--- src/rtl/usr_pkg.sv ---
// Shared encodings for the universal shift register and its command sequencer.
// The register decodes the same mode-select constants that the controller drives.
package usr_pkg;

    localparam logic [1:0] USR_OP_LOAD = 2'd0;
    localparam logic [1:0] USR_OP_UP   = 2'd1;
    localparam logic [1:0] USR_OP_DOWN = 2'd2;
    localparam logic [1:0] USR_OP_RSVD = 2'd3;

    localparam logic [2:0] USR_S_HOLD = 3'b000;
    localparam logic [2:0] USR_S_UP   = 3'b001;
    localparam logic [2:0] USR_S_DOWN = 3'b010;
    localparam logic [2:0] USR_S_LOAD = 3'b011;

    typedef enum logic [1:0] {
        ST_IDLE  = 2'd0,
        ST_LOAD  = 2'd1,
        ST_SHIFT = 2'd2,
        ST_DONE  = 2'd3
    } usr_state_t;

    // Mode select that performs one step of the given shift direction.
    function automatic logic [2:0] usr_shift_sel(input logic down);
        return down ? USR_S_DOWN : USR_S_UP;
    endfunction

endpackage

--- src/rtl/usr_shift_ctrl.sv ---
// Command sequencer for a universal shift register: turns load/shift/rotate
// commands into per-cycle mode selects and pulses done (and err) on completion.
module usr_shift_ctrl
    import usr_pkg::*;
#(
    parameter int WIDTH = 4,
    parameter int AMT_W = 3
) (
    input  logic             clk,
    input  logic             clear,
    input  logic             cmd_valid,
    output logic             cmd_ready,
    input  logic [1:0]       cmd_op,
    input  logic             cmd_rot,
    input  logic             cmd_fill,
    input  logic [AMT_W-1:0] cmd_amt,
    input  logic [WIDTH-1:0] cmd_data,
    input  logic [WIDTH-1:0] usr_q,
    output logic [2:0]       usr_s,
    output logic [WIDTH-1:0] usr_i,
    output logic             usr_left,
    output logic             usr_right,
    output logic             busy,
    output logic             done,
    output logic             err
);

    localparam logic [AMT_W:0]   MAX_AMT = (AMT_W + 1)'(WIDTH);
    localparam logic [AMT_W-1:0] ONE     = AMT_W'(1);

    usr_state_t       state_reg, state_next;
    logic [AMT_W-1:0] count_reg, count_next;
    logic             dir_reg, dir_next;   // 1 = down (toward LSB)
    logic             rot_reg, rot_next;
    logic             fill_reg, fill_next;
    logic             err_reg, err_next;
    logic [2:0]       usr_s_reg, usr_s_next;
    logic [WIDTH-1:0] usr_i_reg, usr_i_next;

    logic amt_too_big;
    assign amt_too_big = ({1'b0, cmd_amt} > MAX_AMT);

    always_comb begin
        state_next = state_reg;
        count_next = count_reg;
        dir_next   = dir_reg;
        rot_next   = rot_reg;
        fill_next  = fill_reg;
        err_next   = 1'b0;
        usr_s_next = USR_S_HOLD;
        usr_i_next = usr_i_reg;

        case (state_reg)
            ST_IDLE: begin
                if (cmd_valid) begin
                    dir_next   = (cmd_op == USR_OP_DOWN);
                    rot_next   = cmd_rot;
                    fill_next  = cmd_fill;
                    count_next = cmd_amt;
                    if (cmd_op == USR_OP_LOAD) begin
                        state_next = ST_LOAD;
                        usr_s_next = USR_S_LOAD;
                        usr_i_next = cmd_data;
                    end else if (cmd_op == USR_OP_RSVD || amt_too_big) begin
                        state_next = ST_DONE;
                        err_next   = 1'b1;
                    end else if (cmd_amt == '0) begin
                        state_next = ST_DONE;
                    end else begin
                        state_next = ST_SHIFT;
                        usr_s_next = usr_shift_sel(cmd_op == USR_OP_DOWN);
                    end
                end
            end
            ST_LOAD: begin
                state_next = ST_DONE;
            end
            ST_SHIFT: begin
                // The count says how many shift cycles remain including this one.
                if (count_reg == ONE) begin
                    state_next = ST_DONE;
                end else begin
                    count_next = count_reg - ONE;
                    usr_s_next = usr_shift_sel(dir_reg);
                end
            end
            ST_DONE: begin
                state_next = ST_IDLE;
            end
            default: begin
                state_next = ST_IDLE;
            end
        endcase
    end

    always_ff @(posedge clk) begin
        if (clear) begin
            state_reg <= ST_IDLE;
            count_reg <= '0;
            dir_reg   <= 1'b0;
            rot_reg   <= 1'b0;
            fill_reg  <= 1'b0;
            err_reg   <= 1'b0;
            usr_s_reg <= USR_S_HOLD;
            usr_i_reg <= '0;
        end else begin
            state_reg <= state_next;
            count_reg <= count_next;
            dir_reg   <= dir_next;
            rot_reg   <= rot_next;
            fill_reg  <= fill_next;
            err_reg   <= err_next;
            usr_s_reg <= usr_s_next;
            usr_i_reg <= usr_i_next;
        end
    end

    // Serial inputs follow the live register output so rotates see current contents.
    always_comb begin
        usr_left  = 1'b0;
        usr_right = 1'b0;
        if (dir_reg) begin
            usr_right = rot_reg ? usr_q[0] : fill_reg;
        end else begin
            usr_left = rot_reg ? usr_q[WIDTH-1] : fill_reg;
        end
    end

    assign cmd_ready = (state_reg == ST_IDLE);
    assign busy      = (state_reg != ST_IDLE);
    assign done      = (state_reg == ST_DONE);
    assign err       = err_reg;
    assign usr_s     = usr_s_reg;
    assign usr_i     = usr_i_reg;

endmodule

--- config.mk ---
export PLATFORM = sky130hd
export DESIGN_NAME = usr_shift_ctrl
export DESIGN_NICKNAME = d
export VERILOG_FILES = /design/src/rtl/usr_pkg.sv /design/src/rtl/usr_shift_ctrl.sv
export SDC_FILE = /design/constraint.sdc
export NUM_CORES = 1
export LEC_CHECK = 0
export BUFFER_PORTS_ARGS = -buffer_cell sky130_fd_sc_hd__buf_2
export CORE_MARGIN = 8
export CORE_UTILIZATION = 50
export DETAILED_ROUTE_END_ITERATION = 8
export PLACE_DENSITY = 0.77
export SLEW_MARGIN = 20
export SYNTH_ARGS = -nofsm -noshare
export SYNTH_HDL_FRONTEND = slang
export SYNTH_SLANG_ARGS = --single-unit
--- constraint.sdc ---
create_clock -name clk -period 3.4 [get_ports clk]
set_input_delay 0.17 -clock clk [delete_from_list [all_inputs] [get_ports clk]]
set_output_delay 0.17 -clock clk [all_outputs]
set_load 0.005 [all_outputs]
==> results.json <==
{
  "finalClockSkew_ps": 0.840,
  "final_area_sq_um": 972,
  "ys_async_sr_fraction_pct": 0,
  "dp_cells": 132,
  "holdBufCountCts": 0,
  "io_pins": 31,
  "dp_hpwl_mm": 1.45,
  "worstPathArrival_ps": 1800,
  "ys_seq_area_share_pct": 36.8,
  "power.leakage_uw": 0.000452,
  "tritoncts": "yes",
  "syn_inst": 94,
  "path_buf_inv": 2,
  "ys.flop_type": "dfxtp_1",
  "final_cell_mix": "buf_2 (27), dfxtp_1 (15), nor2_1 (12)",
  "slew_viol_final": 0,
  "gp_congestion": 0.782,
  "synth_cell_types": 35,
  "final_common_cell": "buf_2",
  "internal_power_uw": 398,
  "yosys.area.top_type": "dfxtp_1",
  "crit_fanout": 9,
  "die_area_sq_um": 3180,
  "worstSetupPathType": "flip-flop to flip-flop",
  "dr.pass1.iters": 2,
  "fin_cells": 136,
  "antenna_found_initial": 0,
  "cp_slowest_cell": "ha_1",
  "first_iter_violations": 6,
  "syn2layout_area_growth_pct": 19.0,
  "drc": 0,
  "max_freq_ghz": 0.609,
  "multi_input_area_sq_um": 468,
  "cts_buffers": 3,
  "crit_path_max_incr_delay_ps": 390,
  "ant_nets": 0,
  "crit_family": "adder cells",
  "post-cts-setup-buffer-count": 0,
  "place_area_sq_um": 946,
  "grt_first_pass_wirelength_mm": 2.96,
  "largest_reg_flops": 4,
  "crit_cells": 6,
  "p_per_area_nw_per_um2": 675,
  "worstSetupStartpointType": "flip-flop",
  "ctsResizeCount": 0,
  "synth_edf_count": 0,
  "seq_area_sq_um": 300,
  "hold_class": "input pin to flip-flop",
  "crit_chain": "inv_1 > ha_1 > inv_1 > o22ai_1 > mux2i_1 > nor2_1",
  "layout.nets": 144,
  "status": "finished, final reports clean",
  "required_ps": 3560,
  "grt_max_degree": 19,
  "power_frac_seq_pct": 36.1,
  "swShare_pct": 39.4,
  "setup_viol": 0,
  "die_h_um": 56.4,
  "drt-wirelength-per-cell_um": 12.8,
  "ff2ff_path_depth": 6,
  "peakVddDrop_v": 0.000384,
  "syn-num-nets": 117,
  "initial_core_util_pct": 53.6,
  "viasPerCell": 5.23,
  "ys_warn_count": 0,
  "overflow": 0,
  "ctsHtreeMaxLevel": 1,
  "fin_crit_ps": 1640,
  "clockPowerShare_pct": 14.5,
  "wl_mm": 1.74,
  "hold_path_depth": 3,
  "ys_ff_latch": 15,
  "rsz0062_at_grt": "no",
  "grtUsageTotal_pct": 11.0,
  "clk_latency_ps": 270,
  "root_buffer": "clkbuf_4",
  "pwr-share-comb_pct": 49.4,
  "vias": 711,
  "cp_common_cell": "inv_1",
  "finalSetupTns_ps": 0,
  "die_x_um": 56.4,
  "clkSlewWorstSetupHoldPaths_ps": 80,
  "diodes": 0,
  "endpoint_kind": "flip-flop",
  "synth_area_sq_um": 817,
  "cts_buffer_depth": 2,
  "synth_top_area_share_pct": 36.8,
  "cap_viol_max_count": 0,
  "port_buffers": 27,
  "yosys-top-cells-area": "dfxtp_1 (37%), mux2i_1 (8.6%), ha_1 (7.7%), nor2_1 (5.5%), a21oi_1 (3.7%)",
  "nFillCells": 140,
  "grt_pass1_vias": 692,
  "core_region_area_sq_um": 1520,
  "hold_viol": 0,
  "min_period_over_period_pct": 48.3,
  "avgSynthCellArea_sq_um": 8.69,
  "switchingPower_uw": 259,
  "drive_gt1_share_pct": 28.3,
  "clock_sinks": 15,
  "row_count": 14
}
-- path summary, 6_finish.rpt --
path / startpoint / to / slack, ps
worst min register to register: fill_reg$_SDFFE_PP0P_ / fill_reg$_SDFFE_PP0P_ / 470
worst max-delay path: state_reg[0]$_SDFFE_PP0P_ / state_reg[1]$_SDFFE_PP0P_ / 1760
worst max register to register: state_reg[0]$_SDFFE_PP0P_ / state_reg[1]$_SDFFE_PP0P_ / 1760
worst min-delay path: cmd_data[2] / usr_i[2]$_SDFFE_PP0P_ / 130
-- final cells by class --
type                    instances  share of cell area, %
clock buffers                   4                   2.70
inverters                       6                   2.32
multi-input cells              68                   48.1
flip-flops and latches         15                   30.9
well taps                      16                   2.06
repair buffers                 27                   13.9
-- cells in the mapped netlist, drive strengths merged (2+ instances only) --
library cell,instances
nor2,13
nor2b,3
ha,5
a21oi,7
o21ai,3
clkbuf,3
buf,2
mux2i,7
nand2,6
nand3,2
dfxtp,15
nor3,3
inv,6
nand2b,2
-- worst register-to-register path: cells and delay by family (launching register included) --
kind                       cells  cell delay [ps]
DFF                            1              330
and+or+nand+nor                1               50
AOI/OAI and AO/OA              1              310
muxes                          1              220
adders and majority gates      1              390
buffers and inverters          2              220
-- logic make-up after synthesis --
kind of cell	Yosys count	synth area share (%)
AND/OR/NAND/NOR	33	21.7
AO/OA/AOI/OAI	20	16.7
flip-flops	15	36.8
buffers and inverters	11	5.97
multiplexers	7	8.58
adder cells (fa/ha/maj)	5	7.66
XOR/XNOR	2	2.14
other	1	0.459
-- power by group through the flow --
stage                     registers [uW]  clock network [uW]  logic (uW)
after global placement               240                   0         316
after floorplan                      238                   0         250
after CTS                            237                99.8         328
final                                237                95.3         324
after global routing                 242                 104         366
after detailed placement             242                   0         326
-- metal layers --
layer,global-route usage [%],part of all wire (%),vias to the layer above
met5,0,0,-
met4,1.03,0,0
met3,6.52,7.7,0
met2,19.0,51,15
met1,11.5,42,321
li1,-,-,375
-- through the flow --
| step | utilization [%] | power [uW] | hold WS (ps) | worst slack [ps] |
|---|---|---|---|---|
| 2_1_floorplan | - | 488 | 317 | 1980 |
| 3_3_place_gp | 62.1 | 555 | 406 | 1800 |
| 4_1_cts | 63.8 | 665 | 127 | 1750 |
| 6_report | 63.8 | 656 | 130 | 1760 |
| 5_1_grt | 63.8 | 713 | 122 | 1640 |
| 3_5_place_dp | 62.1 | 568 | 418 | 1760 |
Note: power is estimated with default switching activity, not from simulation.
